File: config.mk
export PLATFORM = sky130hd
export DESIGN_NAME = ysyx_24100012_fetch_pc
export DESIGN_NICKNAME = d
export VERILOG_FILES = /design/src/rtl/ysyx_24100012_fetch_pc.sv
export SDC_FILE = /design/constraint.sdc
export NUM_CORES = 1
export LEC_CHECK = 0
export BUFFER_PORTS_ARGS = -buffer_cell sky130_fd_sc_hd__clkbuf_2
export CORE_UTILIZATION = 40
export DETAILED_ROUTE_END_ITERATION = 10
export HOLD_SLACK_MARGIN = 0.1
export PLACE_DENSITY = 0.74
export SYNTH_ARGS = -nofsm -noshare
export SYNTH_HDL_FRONTEND = slang
export SYNTH_SLANG_ARGS = --single-unit
File: constraint.sdc
create_clock -name clk -period 3.4 [get_ports clk]
set_clock_uncertainty 0.1 [all_clocks]
set_input_delay 0.17 -clock clk [delete_from_list [all_inputs] [get_ports clk]]
set_output_delay 0.17 -clock clk [all_outputs]
set_load 0.03 [all_outputs]
File: src/rtl/ysyx_24100012_fetch_pc.sv
// ============================================================================
// Module   : ysyx_24100012_fetch_pc
// Purpose  : Architectural PC owner and instruction fetch unit. Issues fetches
//            over a valid/ready memory handshake, buffers one instruction for
//            decode, and cancels in-flight/buffered work on branch redirect.
// Options  : define FETCH_PERF_CNT_EN to add fetch/flush performance counters.
// Revision : 1.0 - initial release
// ============================================================================
`default_nettype none

module ysyx_24100012_fetch_pc #(
    parameter int                    ADDR_WIDTH = 32,
    parameter int                    DATA_WIDTH = 32,
    parameter logic [ADDR_WIDTH-1:0] RESET_PC   = 32'h8000_0000
) (
    input  logic                  clk,
    input  logic                  rst_n,
    input  logic                  redirect_valid,
    input  logic [ADDR_WIDTH-1:0] redirect_target,
    output logic                  imem_req_valid,
    input  logic                  imem_req_ready,
    output logic [ADDR_WIDTH-1:0] imem_req_addr,
    input  logic                  imem_rsp_valid,
    input  logic [DATA_WIDTH-1:0] imem_rsp_data,
    output logic                  inst_valid,
    input  logic                  inst_ready,
    output logic [DATA_WIDTH-1:0] inst_out,
    output logic [ADDR_WIDTH-1:0] inst_pc
`ifdef FETCH_PERF_CNT_EN
    ,
    output logic [31:0]           perf_fetch_cnt,
    output logic [31:0]           perf_flush_cnt
`endif
);

    localparam logic [1:0] S_IDLE = 2'd0;
    localparam logic [1:0] S_REQ  = 2'd1;
    localparam logic [1:0] S_WAIT = 2'd2;
    localparam logic [1:0] S_HOLD = 2'd3;

    logic [1:0]            state;
    logic [ADDR_WIDTH-1:0] pc;
    logic                  drop;
    logic [ADDR_WIDTH-1:0] target_aligned;
    logic                  unused_target_bits;

    // Instructions are word aligned; the low target bits are ignored.
    assign target_aligned     = {redirect_target[ADDR_WIDTH-1:2], 2'b00};
    assign unused_target_bits = ^redirect_target[1:0];

    assign imem_req_valid = (state == S_REQ);
    assign imem_req_addr  = pc;
    assign inst_valid     = (state == S_HOLD);

    always_ff @(posedge clk or negedge rst_n) begin
        if (!rst_n) begin
            state    <= S_IDLE;
            pc       <= RESET_PC;
            drop     <= 1'b0;
            inst_out <= '0;
            inst_pc  <= RESET_PC;
        end else if (redirect_valid) begin
            pc <= target_aligned;
            case (state)
                S_REQ: begin
                    // A request accepted this cycle still owes us a response.
                    if (imem_req_ready) begin
                        state <= S_WAIT;
                        drop  <= 1'b1;
                    end else begin
                        state <= S_REQ;
                    end
                end
                S_WAIT: begin
                    if (imem_rsp_valid) begin
                        state <= S_REQ;
                        drop  <= 1'b0;
                    end else begin
                        state <= S_WAIT;
                        drop  <= 1'b1;
                    end
                end
                default: state <= S_REQ;
            endcase
        end else begin
            case (state)
                S_IDLE: state <= S_REQ;
                S_REQ: begin
                    if (imem_req_ready) begin
                        state <= S_WAIT;
                    end
                end
                S_WAIT: begin
                    if (imem_rsp_valid) begin
                        if (drop) begin
                            drop  <= 1'b0;
                            state <= S_REQ;
                        end else begin
                            inst_out <= imem_rsp_data;
                            inst_pc  <= pc;
                            state    <= S_HOLD;
                        end
                    end
                end
                default: begin
                    if (inst_ready) begin
                        pc    <= pc + ADDR_WIDTH'(4);
                        state <= S_REQ;
                    end
                end
            endcase
        end
    end

`ifdef FETCH_PERF_CNT_EN
    logic fetch_evt;
    logic flush_evt;

    assign fetch_evt = (state == S_HOLD) && inst_ready && !redirect_valid;
    // A response is lost if it was already doomed or a redirect lands with it.
    assign flush_evt = ((state == S_WAIT) && imem_rsp_valid && (drop || redirect_valid))
                    || ((state == S_HOLD) && redirect_valid);

    always_ff @(posedge clk or negedge rst_n) begin
        if (!rst_n) begin
            perf_fetch_cnt <= '0;
            perf_flush_cnt <= '0;
        end else begin
            if (fetch_evt) begin
                perf_fetch_cnt <= perf_fetch_cnt + 32'd1;
            end
            if (flush_evt) begin
                perf_flush_cnt <= perf_flush_cnt + 32'd1;
            end
        end
    end
`endif

endmodule

`default_nettype wire

==> impl_metrics.tcl <==
set metrics [dict create \
    async_flop_share 1.00 \
    cts_num_sinks 95 \
    min_to "drop" \
    dr.first_iter.drc_count 166 \
    status "finished clean" \
    synthCells 370 \
    wl_per_cell_um 15.8 \
    io_pins 168 \
    path_buf_inv 0 \
    yosysWarnings 0 \
    cp_max_fo 16 \
    yosysUniqueCellTypes 40 \
    cap_violations 0 \
    drt-total-wl_um 11600 \
    drtPass1Iterations 4 \
    cts_made_buffers 9 \
    root_buffer "clkbuf_8" \
    cts_tree "done" \
    ctsLongestPathBuffers 2 \
    critPathRequiredTime_ns 3.58 \
    crit_chain "and3_1 > nand4_1 > or4_1 > a31oi_1" \
    holdPathStages 5 \
    synth.cell_area_sq_um 4370 \
    power.density_nw_per_um2 703 \
    rr_worst_depth 4 \
    fmax_mhz 434 \
    synthFlopType "dfrtp_1" \
    r2r_slack_ns 1.10 \
    fin_crit_ns 2.30 \
    crit_path_start_kind "register" \
    n_antenna_cell 0 \
    tightest_slew_ns 0.906 \
    drc_errors 0 \
    port_buffers 161 \
    antenna_left 0 \
    drive_gt1_frac 0.426 \
    slowest_delay_ns 0.62 \
    final_hold_viol_count 0 \
    yosysSeqAreaShare 0.544 \
    grt_max_degree 72 \
    yosysTopAreaCell "dfrtp_1" \
    grt_pass1_vias 3768 \
    start_util 0.418 \
    grt_pass1_wl_um 18700 \
    worst_setup_path_end_kind "register" \
    synth_edf_count 0 \
    post-route-util 0.588 \
    crit_family "simple AND/OR/NAND/NOR gates" \
    pre_cts_ws_ns 1.11 \
    whs_ns 0.176 \
    design.core.area_sq_um 10500 \
    rows 37 \
    grt_overflow 0 \
    die_h_um 107 \
    crit_type "reg -> reg" \
    fin_nets 666 \
    p_leak_nw 3.02 \
    antenna_found_initial 0 \
    synthTopCellsByArea "dfrtp_1 53%, mux2_2 16%, nand2_1 2.4%" \
    synth_top_area_frac 0.532 \
    setup_viol 0 \
    dp_hpwl_um 7670 \
    fin_crit_sh 0.678 \
    slew_viol_final 0 \
    r2r_start "imem_req_addr[7]" \
    dieArea_sq_um 11400 \
    ys_seq_elements 95 \
    vias_per_cell 5.17 \
    min_from "imem_req_ready" \
    place_congestion 0.794 \
    peakVddDrop_v 0.000370 \
    clock_latency_ns 0.36 \
    maxSlewHeadroom 0.396 \
    syn_area_per_cell_sq_um 11.8 \
    tns_ns 0 \
    cp.arrival_ns 2.49 \
    slowest_stage "or4_1" \
    min_path_type "in -> reg" \
    die_x_um 107 \
    worst_slack_ns 1.10 \
    cts.clk_slew.worst_paths_ns 0.09 \
    r2r_end "imem_req_addr[22]" \
    htree_num_levels 3 \
    rsz0062_at_grt "no" \
    vias 3773 \
    grt_usage 0.211 \
    syn2layout_area_growth_pct 40.7 \
]
[worst max path at each step]
stage / start / slack [ns] / cells after the start / to
floorplan: state[0] / 1.25 / 7 / imem_req_addr[29]
finish: imem_req_addr[7] / 1.10 / 4 / imem_req_addr[22]
global placement: imem_req_addr[7] / 1.19 / 4 / imem_req_addr[22]
detailed placement: state[0] / 1.11 / 6 / inst_out[30]
global route: imem_req_addr[10] / 0.93 / 4 / imem_req_addr[20]
CTS: imem_req_addr[7] / 1.10 / 4 / imem_req_addr[22]
[cells in the mapped netlist, drive strengths merged, types with 2 or more instances]
library cell / instances
dfrtp: 93
mux2: 64
nand2: 28
nor2: 18
a31oi: 16
o21ai: 16
buf: 15
nand3: 15
o31ai: 12
or4: 12
nand4: 9
and3: 7
clkbuf: 7
xor2: 7
ha: 6
inv: 5
xnor2: 5
nor4: 4
or3: 4
a21oi: 3
nor2b: 3
nor3: 3
and2: 2
and4: 2
dfstp: 2
mux2i: 2
o41ai: 2
or4b: 2
[area by class of cell]
type	instances	area, sq um
multi-input combinational	250	1870
tap	136	170
clock buffer	10	138
timing repair buffer	228	1480
sequential	95	2380
clock inverter	5	82.6
inverter	6	22.5
fill	888	4310
[registers in the layout, summed over array words and instances (netlist names)]
register	cells
inst_pc	30
state	2
inst_out	32
drop	1
imem_req_addr	30
[timing repair]
item / CTS / global route
hold endpoints to repair: 131 / 0
resized for setup: 0 / 0
setup buffers: 0 / 0
hold buffers: 64 / 0
[placed cells by master, fill, tap and decap left out, drive strengths merged, types with 7 or more instances in the layout]
master / instances
nand4: 9
a31oi: 16
nor2: 18
nand2: 28
and3: 7
dlygate4sd3: 64
o31ai: 12
nand3: 15
xor2: 7
o21ai: 16
mux2: 64
dfrtp: 93
clkbuf: 170
or4: 12
[per-stage QoR]
| stage | instances | power, W | instance area, sq um |
|---|---|---|---|
| 6_report | 730 | 0.00432 | 6150 |
| 5_1_grt | 730 | 0.00456 | 6150 |
| 2_1_floorplan | 373 | 0.00290 | 4380 |
| 3_5_place_dp | 651 | 0.00346 | 5290 |
| 4_1_cts | 730 | 0.00435 | 6150 |
| 3_3_place_gp | 651 | 0.00339 | 5290 |
[worst register-to-register path, stage by stage (launching register included)]
cell,delay (ns)
dfrtp_1,0.54
and3_1,0.33
nand4_1,0.46
or4_1,0.63
a31oi_1,0.18
[metal layers]
layer,GRT usage,share of wire,routed length [um],vias up
met4,0.0616,0.012,136,0
met1,0.263,0.43,4990,1877
met2,0.369,0.52,5960,110
met5,0,0,0,-
li1,-,-,-,1776
met3,0.0435,0.040,465,10
[where the power goes]
part | switching (W) | internal (W)
Clock | 0.000390 | 0.000432
Combinational | 0.00113 | 0.000633
Sequential | 0.000247 | 0.00148
[kinds of logic (layout without fill, tap and decap cells)]
| group | after synthesis | in the layout | synth area share |
|---|---|---|---|
| DFF | 95 | 95 | 0.544 |
| adders and majority gates | 6 | 6 | 0.0172 |
| muxes | 66 | 66 | 0.169 |
| xor gates and xnor gates | 12 | 12 | 0.0240 |
| and+or+nand+nor | 111 | 111 | 0.140 |
| buffers and inverters | 28 | 249 | 0.0312 |
| other | 1 | 4 | 0.000858 |
| AOI/OAI and AO/OA | 51 | 51 | 0.0733 |
Note: power is estimated with default switching activity, not from simulation.
